===== config.mk =====
export PLATFORM = sky130hd
export DESIGN_NAME = escaner_teclado
export DESIGN_NICKNAME = d
export VERILOG_FILES = /design/src/rtl/teclado_pkg.sv /design/src/rtl/sincronizador_2ff.sv /design/src/rtl/escaner_teclado.sv
export SDC_FILE = /design/constraint.sdc
export NUM_CORES = 1
export LEC_CHECK = 0
export ABC_AREA = 1
export ABC_CLOCK_PERIOD_IN_PS = 1800
export BUFFER_PORTS_ARGS = -buffer_cell sky130_fd_sc_hd__buf_2
export CAP_MARGIN = 20
export CORE_MARGIN = 2
export CORE_UTILIZATION = 25
export CTS_CLUSTER_DIAMETER = 60
export CTS_CLUSTER_SIZE = 10
export DETAILED_ROUTE_END_ITERATION = 8
export PLACE_DENSITY = 0.36
export SLEW_MARGIN = 30
export SYNTH_ARGS = -nofsm -noshare
export SYNTH_HDL_FRONTEND = slang
export SYNTH_HIERARCHICAL = 1
export SYNTH_SLANG_ARGS = --single-unit

===== constraint.sdc =====
create_clock -name clk_i -period 1.8 [get_ports clk_i]
set_input_delay 0.36 -clock clk_i [delete_from_list [all_inputs] [get_ports clk_i]]
set_output_delay 0.36 -clock clk_i [all_outputs]
set_load 0.03 [all_outputs]

===== src/rtl/teclado_pkg.sv =====
// Shared types and lookup helpers for the 4x4 keypad scanner.
// Rows and columns are active-low; codes follow the printed keypad legend.
package teclado_pkg;

    typedef enum logic [1:0] {
        SCAN     = 2'd0,
        DEBOUNCE = 2'd1,
        HELD     = 2'd2,
        RELEASE  = 2'd3
    } estado_t;

    localparam logic [3:0] COL0 = 4'b1110;
    localparam logic [3:0] COL1 = 4'b1101;
    localparam logic [3:0] COL2 = 4'b1011;
    localparam logic [3:0] COL3 = 4'b0111;

    function automatic logic [3:0] columna_activa(input logic [1:0] col);
        logic [3:0] mascara;
        case (col)
            2'd0:    mascara = COL0;
            2'd1:    mascara = COL1;
            2'd2:    mascara = COL2;
            default: mascara = COL3;
        endcase
        return mascara;
    endfunction

    // '*' and '#' have no hex digit of their own, so they map to E and F.
    function automatic logic [3:0] codigo_tecla(input logic [1:0] fila, input logic [1:0] col);
        logic [3:0] codigo;
        case ({fila, col})
            4'b00_00: codigo = 4'h1;
            4'b00_01: codigo = 4'h2;
            4'b00_10: codigo = 4'h3;
            4'b00_11: codigo = 4'hA;
            4'b01_00: codigo = 4'h4;
            4'b01_01: codigo = 4'h5;
            4'b01_10: codigo = 4'h6;
            4'b01_11: codigo = 4'hB;
            4'b10_00: codigo = 4'h7;
            4'b10_01: codigo = 4'h8;
            4'b10_10: codigo = 4'h9;
            4'b10_11: codigo = 4'hC;
            4'b11_00: codigo = 4'hE;
            4'b11_01: codigo = 4'h0;
            4'b11_10: codigo = 4'hF;
            default:  codigo = 4'hD;
        endcase
        return codigo;
    endfunction

    function automatic logic [1:0] fila_mas_baja(input logic [3:0] filas);
        logic [1:0] indice;
        if (!filas[0])      indice = 2'd0;
        else if (!filas[1]) indice = 2'd1;
        else if (!filas[2]) indice = 2'd2;
        else                indice = 2'd3;
        return indice;
    endfunction

endpackage


===== src/rtl/sincronizador_2ff.sv =====
// Two-flop synchronizer for asynchronous level inputs; resets to all ones
// so idle pulled-up lines never look active while coming out of reset.
module sincronizador_2ff #(
    parameter int WIDTH = 4
) (
    input  logic             clk_i,
    input  logic             reset_i,
    input  logic [WIDTH-1:0] d_i,
    output logic [WIDTH-1:0] q_o
);

    logic [WIDTH-1:0] r_etapa1;
    logic [WIDTH-1:0] r_etapa2;

    always_ff @(posedge clk_i) begin
        if (reset_i) begin
            r_etapa1 <= '1;
            r_etapa2 <= '1;
        end else begin
            r_etapa1 <= d_i;
            r_etapa2 <= r_etapa1;
        end
    end

    assign q_o = r_etapa2;

endmodule


===== src/rtl/escaner_teclado.sv =====
// 4x4 matrix keypad scanner: walks the columns, debounces press and release
// of a single latched key, and emits its code with a one-cycle strobe.
module escaner_teclado
    import teclado_pkg::*;
#(
    parameter int SCAN_DIV        = 50000,
    parameter int DEBOUNCE_CYCLES = 500000
) (
    input  logic       clk_i,
    input  logic       reset_i,
    input  logic [3:0] filas_i,
    output logic [3:0] columnas_o,
    output logic [3:0] teclado_o,
    output logic       key_detect_o
);

    localparam int SW = $clog2(SCAN_DIV);
    localparam int DW = $clog2(DEBOUNCE_CYCLES);
    localparam logic [SW-1:0] DWELL_MAX = SW'(SCAN_DIV - 1);
    localparam logic [DW-1:0] DEB_MAX   = DW'(DEBOUNCE_CYCLES - 1);

    logic [3:0]    w_filas_s;
    logic          w_alguna_baja;
    logic          w_fila_lat_alta;

    estado_t       r_estado;
    logic [SW-1:0] r_dwell;
    logic [DW-1:0] r_deb;
    logic [1:0]    r_col;
    logic [3:0]    r_columnas;
    logic [1:0]    r_fila;
    logic [3:0]    r_teclado;
    logic          r_detect;

    sincronizador_2ff #(
        .WIDTH (4)
    ) u_sinc_filas (
        .clk_i   (clk_i),
        .reset_i (reset_i),
        .d_i     (filas_i),
        .q_o     (w_filas_s)
    );

    assign w_alguna_baja   = (w_filas_s != 4'hF);
    assign w_fila_lat_alta = w_filas_s[r_fila];

    // Only the latched row is watched once a key is found; the column stays
    // frozen until the scan resumes, so other keys cannot disturb tracking.
    always_ff @(posedge clk_i) begin
        if (reset_i) begin
            r_estado   <= SCAN;
            r_dwell    <= '0;
            r_deb      <= '0;
            r_col      <= 2'd0;
            r_columnas <= COL0;
            r_fila     <= 2'd0;
            r_teclado  <= 4'h0;
            r_detect   <= 1'b0;
        end else begin
            r_detect <= 1'b0;
            unique case (r_estado)
                SCAN: begin
                    if (r_dwell == DWELL_MAX) begin
                        r_dwell <= '0;
                        if (w_alguna_baja) begin
                            r_fila   <= fila_mas_baja(w_filas_s);
                            r_deb    <= '0;
                            r_estado <= DEBOUNCE;
                        end else begin
                            r_col      <= r_col + 2'd1;
                            r_columnas <= {r_columnas[2:0], r_columnas[3]};
                        end
                    end else begin
                        r_dwell <= r_dwell + SW'(1);
                    end
                end
                DEBOUNCE: begin
                    if (w_fila_lat_alta) begin
                        r_estado   <= SCAN;
                        r_dwell    <= '0;
                        r_col      <= r_col + 2'd1;
                        r_columnas <= {r_columnas[2:0], r_columnas[3]};
                    end else if (r_deb == DEB_MAX) begin
                        r_teclado <= codigo_tecla(r_fila, r_col);
                        r_detect  <= 1'b1;
                        r_deb     <= '0;
                        r_estado  <= HELD;
                    end else begin
                        r_deb <= r_deb + DW'(1);
                    end
                end
                HELD: begin
                    if (w_fila_lat_alta) begin
                        r_deb    <= '0;
                        r_estado <= RELEASE;
                    end
                end
                RELEASE: begin
                    if (!w_fila_lat_alta) begin
                        r_estado <= HELD;
                    end else if (r_deb == DEB_MAX) begin
                        r_deb      <= '0;
                        r_dwell    <= '0;
                        r_estado   <= SCAN;
                        r_col      <= r_col + 2'd1;
                        r_columnas <= {r_columnas[2:0], r_columnas[3]};
                    end else begin
                        r_deb <= r_deb + DW'(1);
                    end
                end
                default: r_estado <= SCAN;
            endcase
        end
    end

    assign columnas_o   = r_columnas;
    assign teclado_o    = r_teclado;
    assign key_detect_o = r_detect;

endmodule

==> results.yml, run 1 <==
placed_design:
  detailed_place_hpwl_mm: 7.49
  place_congestion: 0.894
  dpl.cell_count: 746
  portBuffers: 14
sta:
  whs_ns: 0.193
  finClkSkew_ns: 0.00559
  slew_headroom_pct: 65.1
  drv_slew: 0
  max_freq_mhz: 583
  max_slew.worst_pin.slew_ns: 0.523
  fin_crit_ns: 1.72
  rsz0062_at_grt: "true"
  finalHoldViolations: 0
  finalCritPeriodShare_pct: 95.4
  finalSetupViolCount: 0
synth:
  ys_types: 37
  synthArstFlopShare_pct: 0
  synth_area_leaders: "dfxtp_1 34%, nand2_1 16%, nor2_1 8.0%"
  syn_area_um2: 3390
  ys_warn_count: 6
  ys_top_cells_by_count: "146 x nand2_1, 72 x nor2_1, 58 x dfxtp_1, 54 x inv_1, 35 x a21oi_1"
  syn_inst: 525
  synth_enable_flop_cells: 0
  synth_seq_area_share_pct: 34.2
  ys_ff_latch: 58
  synth_nets: 538
  yosys.area.top_type: "dfxtp_1"
  synth.most_common_cell: "nand2_1"
  synth_top_area_share_pct: 34.2
  synth_flop_cell: "dfxtp_1"
  avgSynthCellArea_um2: 6.47
clocking:
  cts_root_buf: "clkbuf_16"
  cts_buffers: 9
  clk_pin_slew_ns: 0.05
  cts_tree: "done"
  clock-sinks: 58
  htreeDepth: 3
  ctsHoldBuffers: 0
  worst_skew_pair.late_latency_ns: 0.34
  cts.path.max_buffers: 2
pwr:
  power_density_nw_per_um2: 746
  p_int_uw: 2680
  power_switching_uw: 706
  seqPwrFrac_pct: 38.7
  p_leak_uw: 0.00190
  pwr-share-clk_pct: 58.4
  ir_drop_uv: 389
  power_frac_comb_pct: 2.9
  p_total_uw: 3390
  switching_share_pct: 20.8
final_layout:
  final_layout_size_suffix_gt1_share_pct: 25.5
  area_growth_pct: 33.9
  nNetsFinal: 600
  insertedDiodeCount: 0
  fin_cells: 768
floorplanning:
  floorplan.initialDensity_pct: 25.6
  dieArea_um2: 14500
  coreArea_um2: 13200
  die_w_um: 121
  die_h_um: 121
  io-pin-count: 15
  num_rows: 42
critical_path:
  crit_required_ns: 2.03
  cp.arrival_ns: 1.94
  path_cells: "ha_4, nand2_2, nor2_4, inv_2, nor2_2, nand3_2, o21ai_4, nand2_4, buf_4, nand3_1, o21ai_1"
  critical_path_class: "register to register"
  setup.worst_path.end_class: "register"
  cp_max_fo: 5
  critPathSlowestCell: "dfxtp_2"
  cpPeakStageDelay_ns: 0.35
  startpoint_type: "register"
  path_buf_inv: 2
  critPathTopFamily: "simple AND/OR/NAND/NOR gates"
global_route:
  grt_max_degree: 16
  grt_overflow: 0
  grt_pass1_wl_mm: 17.4
  grt_pass1_vias: 3455
  antenna_found_initial: 0
  track_usage_pct: 15.5
detailed_routing:
  routedWlPerCell_um: 13.7
  wirelength_mm: 10.6
  firstDrtPassIters: 7
  drtIter0Drc: 153
  via_per_inst: 4.58
  vias: 3516
  drc: 0
  ant_nets: 0
worst_hold_path:
  hp-class: "input pin to register"
job:
  cap_viol_max_count: 0
outcome:
  status: "completed"
==> final timing paths <==
kind,startpoint,endpoint,slack (ns),depth (start not counted)
setup / recovery,r_deb[0],r_dwell[15],0.08,11
hold reg to reg,u_sinc_filas/r_etapa1[0],u_sinc_filas/q_o[0],0.41,2
setup reg to reg,r_deb[0],r_dwell[15],0.08,11
hold / removal,filas_i[2],u_sinc_filas/r_etapa1[2],0.19,3
==> stage by stage <==
stage	utilization, %	TNS, ns	instance area (um^2)	setup WS (ns)
floorplan	-	0	3390	0.175
global placement	29.9	0	3960	0.00389
detailed placement	29.9	0	3960	0.00348
CTS	33.2	0	4400	0.00158
global route	34.3	-0.126	4550	-0.0306
finish	34.3	0	4550	0.0833
==> layout make-up <==
cell class / count / area (um^2)
multi-input cells: 390 / 2070
repair buffers: 65 / 507
clock buffers: 10 / 229
inverters: 63 / 240
clock inverters: 6 / 105
flip-flops and latches: 58 / 1180
fillers: 1469 / 8700
well taps: 176 / 220
==> layout by cell type, fill, tap and decap left out, types with 3 or more instances in the layout <==
cell	n
buf_2	14
nand3_1	31
dfxtp_2	11
nand2_1	141
dfxtp_1	46
ha_1	5
buf_4	46
a21oi_1	33
clkbuf_16	9
inv_1	53
nand2_2	7
nor2_4	8
o21ai_0	30
a21oi_2	3
nand3_2	3
nand4_1	9
xor2_1	6
nor2_2	10
nand3_4	3
bufinv_16	3
buf_12	4
nor2_1	62
inv_2	8
nor3_1	11
clkinv_2	4
nand2_4	4
==> flip-flops by register name (all words and copies together), names as in the netlist, named ones only <==
name,cells
r_deb,19
r_dwell,16
columnas_o,4
teclado_o,4
u_sinc_filas/q_o,4
u_sinc_filas/r_etapa1,4
r_col,2
r_fila,2
key_detect_o,1
r_estado,1
==> worst min-delay path, stage by stage <==
cell and delay (ns):
buf_2 0.07, inv_1 0.03, nand2_1 0.04
==> metal layers <==
metal | routed length (um) | vias to the layer above | share of wire [%] | track usage [%]
li1 | - | 1809 | - | -
met3 | 373 | 16 | 3.5 | 3.73
met1 | 5160 | 1638 | 49 | 20.1
met2 | 4840 | 53 | 46 | 24.8
met4 | 181 | 0 | 1.7 | 6.18
met5 | 0 | - | 0 | 0
==> cell families (layout without fill, tap and decap cells) <==
group                      Yosys count  after routing  synth area share (%)
DFF                                 58             58                  34.2
and+or+nand+nor                    299            300                  39.3
AOI/OAI and AO/OA                   76             76                  12.2
adders and majority gates            7              7                  2.58
xor gates and xnor gates             7              7                  1.81
buffers and inverters               78            144                  9.91
==> power groups by stage <==
stage                     combinational [uW]  clock [uW]  sequential [uW]
after floorplan                         52.6           0             1330
after global placement                  93.5           0             1340
after detailed placement                93.9           0             1340
after CTS                               94.9        2050             1310
after global routing                     114        2110             1310
final                                   98.7        1980             1310
==> what timing repair did <==
item / CTS / global route
gates cloned: 2 / 1
endpoints found under the setup margin: 2 / 36
setup buffers: 2 / 3
pin swaps: 2 / 13
resized for setup: 6 / 50
Note: power is estimated with default switching activity, not from simulation.
==> inputs of run 2 (changes only) <==
--- a/config.mk
+++ b/config.mk
@@ -15,6 +15,7 @@
 export CTS_CLUSTER_SIZE = 10
 export DETAILED_ROUTE_END_ITERATION = 8
 export PLACE_DENSITY = 0.36
+export RECOVER_POWER = 25
 export SLEW_MARGIN = 30
 export SYNTH_ARGS = -nofsm -noshare
 export SYNTH_HDL_FRONTEND = slang
==> results.yml, run 2 (synthesis results as in run 1) <==
final_layout:
  nFillCells: 1471
  final_util_pct: 34.2
  nNetsFinal: 600
  mostFrequentLayoutCells: "141 x nand2_1, 62 x nor2_1, 54 x inv_1"
  final_common_cell: "nand2_1"
  final_layout_size_suffix_gt1_share_pct: 24.0
  stdcell_area_um2: 4530
  area_growth_pct: 33.5
  largest_reg_flops: 19
  biggestRegsByFlops: "r_deb x19, r_dwell x16"
  insertedDiodeCount: 0
  top_register: "r_deb"
placed_design:
  place_congestion: 0.894
  detailed_place_hpwl_mm: 7.49
  dpl-instance-area_um2: 3960
  dp_worst_setup_slack_ns: 0.00348
  portBuffers: 14
critical_path:
  startpoint_type: "register"
  critical_path_class: "register to register"
  reg2reg_depth: 11
  r2r-start: "r_deb[0]"
  cp_max_fo: 5
  crit_required_ns: 2.03
  crit_start: "r_deb[0]"
  cp.arrival_ns: 1.94
  setup.worst_path.end_class: "register"
sta:
  finalWorstSetupSlack_ns: 0.0817
  max_slew.worst_pin.slew_ns: 0.528
  finalHoldViolations: 0
  slew_headroom_pct: 64.7
  finalCritPeriodShare_pct: 95.5
  rsz0062_at_grt: "true"
  max_freq_mhz: 582
  finClkSkew_ns: 0.00563
  whs_ns: 0.193
  drv_slew: 0
  finalSetupViolCount: 0
  fin_crit_ns: 1.72
detailed_routing:
  drtIter0Drc: 153
  vias: 3530
  firstDrtPassIters: 7
  ant_nets: 0
  via_per_inst: 4.60
  wirelength_mm: 10.6
  routedWlPerCell_um: 13.7
  drc: 0
global_route:
  grt_pass1_vias: 3455
  grt_pass1_wl_mm: 17.4
  antenna_found_initial: 0
  grt_max_degree: 16
  grt_overflow: 0
  track_usage_pct: 15.5
worst_hold_path:
  hp-class: "input pin to register"
  hold_depth: 3
  min_from: "filas_i[2]"
clocking:
  htreeDepth: 3
  clk_pin_slew_ns: 0.05
  cts_root_buf: "clkbuf_16"
  cts_buffers: 9
  clock-sinks: 58
  cts_tree: "done"
  ctsHoldBuffers: 0
  cts.path.max_buffers: 2
  worst_skew_pair.late_latency_ns: 0.34
job:
  cap_viol_max_count: 0
floorplanning:
  coreArea_um2: 13200
  die_w_um: 121
  dieArea_um2: 14500
  num_rows: 42
  floorplan.initialDensity_pct: 25.6
  io-pin-count: 15
  die_h_um: 121
outcome:
  status: "completed"
pwr:
  ir_drop_uv: 389
  p_leak_uw: 0.00187
  power_density_nw_per_um2: 747
run 2: report_power, final:
group | internal (uW) | switching (uW)
registers | 1300 | 11.6
logic | 38.4 | 58.6
clock network | 1340 | 636
total | 2680 | 706
run 2: critical path, cell delays in order, from the launching register on:
cell	delay [ns]
dfxtp_2	0.35
ha_4	0.14
nand2_2	0.06
nor2_4	0.14
inv_2	0.05
nor2_2	0.08
nand3_2	0.11
o21ai_4	0.24
nand2_4	0.13
buf_4	0.16
nand3_1	0.06
o21ai_1	0.07
run 2: final cells by class:
cell class,count,area [um^2],share of cell area (%)
Clock inverter,6,105,2.32
Sequential cell,58,1180,26.0
Clock buffer,10,229,5.05
Timing Repair Buffer,65,494,10.9
Tap cell,176,220,4.86
Multi-Input combinational cell,390,2070,45.6
Inverter,63,240,5.30
run 2: per-layer routing:
layer  vias to the layer above  global-route usage, %  wire length (um)  part of all wire (%)
met5                         -                      0                 0                     0
met4                         0                   6.18               181                   1.7
met3                        16                   3.73               387                   3.7
met2                        63                   24.8              4840                    46
met1                      1642                   20.1              5140                    49
li1                       1809                      -                 -                     -
run 2: through the flow:
stage	instances	power [uW]	setup TNS (ns)
finish	768	3390	0
global route	768	3540	-0.131
CTS	766	3460	0
detailed placement	746	1430	0
global placement	746	1430	0
floorplan	525	1390	0
run 2: timing repair:
action	CTS	global route
hold endpoints to repair	0	0
pin swaps	2	13
gates resized for setup	6	50
gates cloned	2	1
endpoints found under the setup margin	2	36
buffers inserted	2	3
run 2: worst paths after layout:
check	endpoint	slack, ns
setup / recovery	r_dwell[15]	0.08
hold / removal	u_sinc_filas/r_etapa1[2]	0.19
setup reg to reg	r_dwell[15]	0.08
hold reg to reg	u_sinc_filas/q_o[0]	0.41
==> inputs of run 3 (changes only) <==
--- a/config.mk
+++ b/config.mk
@@ -9,6 +9,7 @@
 export ABC_CLOCK_PERIOD_IN_PS = 1800
 export BUFFER_PORTS_ARGS = -buffer_cell sky130_fd_sc_hd__buf_2
 export CAP_MARGIN = 20
+export CORE_ASPECT_RATIO = 0.9
 export CORE_MARGIN = 2
 export CORE_UTILIZATION = 25
 export CTS_CLUSTER_DIAMETER = 60
==> results.yml, run 3 (synthesis results as in run 1) <==
critical_path:
  path_buf_inv: 2
  cpPeakStageDelay_ns: 0.43
  path_cells: "nand2_1, nor2_1, nand3_2, nor2_4, a21oi_4, nor2_4, buf_6, buf_4, o21ai_1, nor2_1"
  critical_path_class: "register to register"
  r2r-start: "r_deb[16]"
  critPathSlowestCell: "dfxtp_1"
  timing.rr.end: "r_dwell[0]"
  r2r_slack_ns: 0.05
  cp.arrival_ns: 2.03
  critPathTopFamily: "simple AND/OR/NAND/NOR gates"
  cp_max_fo: 6
  setup.worst_path.end_class: "register"
  reg2reg_depth: 10
  crit_required_ns: 2.08
  crit_start: "r_deb[16]"
  startpoint_type: "register"
final_layout:
  nFillCells: 1480
  final_layout_size_suffix_gt1_share_pct: 24.7
  top_register: "r_deb"
  final_common_cell: "nand2_1"
  multi_input_area_um2: 2040
  mostFrequentLayoutCells: "139 x nand2_1, 62 x nor2_1, 54 x inv_1, 54 x buf_4, 52 x dfxtp_1"
  seq_area_um2: 1170
  stdcell_area_um2: 4560
  nNetsFinal: 609
  biggestRegsByFlops: "r_deb x19, r_dwell x16"
  insertedDiodeCount: 0
  area_growth_pct: 34.2
  largest_reg_flops: 19
clocking:
  clk_pin_slew_ns: 0.05
  cts_tree: "done"
  cts_buffers: 9
  htreeDepth: 3
  clock-sinks: 58
  ctsHoldBuffers: 0
  worst_skew_pair.late_latency_ns: 0.34
  cts_root_buf: "clkbuf_16"
  cts.path.max_buffers: 2
worst_hold_path:
  min_from: "filas_i[2]"
  min_to: "u_sinc_filas/r_etapa1[2]"
  hp-class: "input pin to register"
  hold_depth: 3
global_route:
  grt_max_degree: 17
  grt_pass1_wl_mm: 16.6
  grt_pass1_vias: 3221
  track_usage_pct: 14.8
  grt_overflow: 0
  antenna_found_initial: 0
floorplanning:
  floorplan.initialDensity_pct: 25.5
  num_rows: 40
  io-pin-count: 15
  dieArea_um2: 14500
  die_h_um: 115
  die_w_um: 127
  coreArea_um2: 13300
detailed_routing:
  vias: 3425
  wl_met3_um: 403
  highest_layer: "met4"
  via_per_inst: 4.47
  ant_nets: 0
  routedWlPerCell_um: 13.5
  wirelength_mm: 10.3
  drtIter0Drc: 143
  firstDrtPassIters: 4
  wl_met2_mm: 4.49
  drc: 0
  wl_met1_mm: 5.27
sta:
  max_freq_mhz: 571
  finalSetupViolCount: 0
  finClkSkew_ns: 0.00444
  max_slew.worst_pin.slew_ns: 0.803
  setup_tns_ns: 0
  slew_headroom_pct: 46.5
  fin_crit_ns: 1.75
  drv_slew: 0
  whs_ns: 0.188
  finalWorstSetupSlack_ns: 0.0502
  finalCritPeriodShare_pct: 97.2
  finalHoldViolations: 0
  rsz0062_at_grt: "true"
pwr:
  power_density_nw_per_um2: 733
  p_total_uw: 3340
  p_leak_uw: 0.00190
  ir_drop_uv: 413
placed_design:
  portBuffers: 14
  dp_worst_setup_slack_ns: -0.0364
  detailed_place_hpwl_mm: 7.59
  dpl-instance-area_um2: 4000
  place_congestion: 0.846
outcome:
  status: "completed"
job:
  cap_viol_max_count: 0
==> run 3: cell types whose count changed in the layout (fill, tap and decap cells not counted), sizes merged <==
cell,change
clkinv,-3
bufinv,-1
buf,+12
nand2,-1
==> run 3: report_power, final <==
| group | switching (uW) | internal [uW] |
|---|---|---|
| Combinational | 59.3 | 42.4 |
| Clock | 620 | 1310 |
| Sequential | 9.33 | 1300 |
==> run 3: what timing repair did <==
action | 4_1_cts | 5_1_grt
setup endpoints to repair | 2 | 47
hold endpoints to repair | 0 | 0
resized for setup | 1 | 51
pin swaps | 0 | 11
buffers inserted | 0 | 8
==> run 3: worst max path at each step <==
stage | cells past startpoint | endpoint | slack (ns)
after floorplan | 11 | r_dwell[6] | 0.17
after CTS | 14 | r_dwell[14] | 0.01
after global placement | 12 | r_dwell[12] | 0.003
final | 10 | r_dwell[0] | 0.05
after detailed placement | 12 | r_dwell[12] | -0.04
after global routing | 12 | r_dwell[6] | -0.07
==> run 3: cell type report <==
type / count / area share (%)
clock inverter: 2 / 1.32
sequential: 58 / 25.7
timing repair buffer: 75 / 12.4
multi-input combinational: 389 / 44.9
clock buffer: 12 / 5.85
tap: 168 / 4.61
inverter: 63 / 5.27
==> run 3: layer usage <==
metal  vias to the layer above  track usage, %
met5                         -               0
met4                         0            5.27
met3                        13            4.67
met2                        48            22.3
met1                      1552            20.0
li1                       1812               -
==> run 3: metrics by stage <==
step           util [%]  cells
2_1_floorplan         -    525
3_3_place_gp       30.0    745
3_5_place_dp       30.0    745
4_1_cts            32.5    759
5_1_grt            34.2    767
6_report           34.2    767
==> run 3: worst register-to-register path, stage by stage (launching register included) <==
cell     delay [ns]
dfxtp_1        0.43
nand2_1        0.08
nor2_1         0.16
nand3_2        0.13
nor2_4         0.18
a21oi_4        0.10
nor2_4         0.23
buf_6          0.14
buf_4          0.10
o21ai_1        0.06
nor2_1         0.09
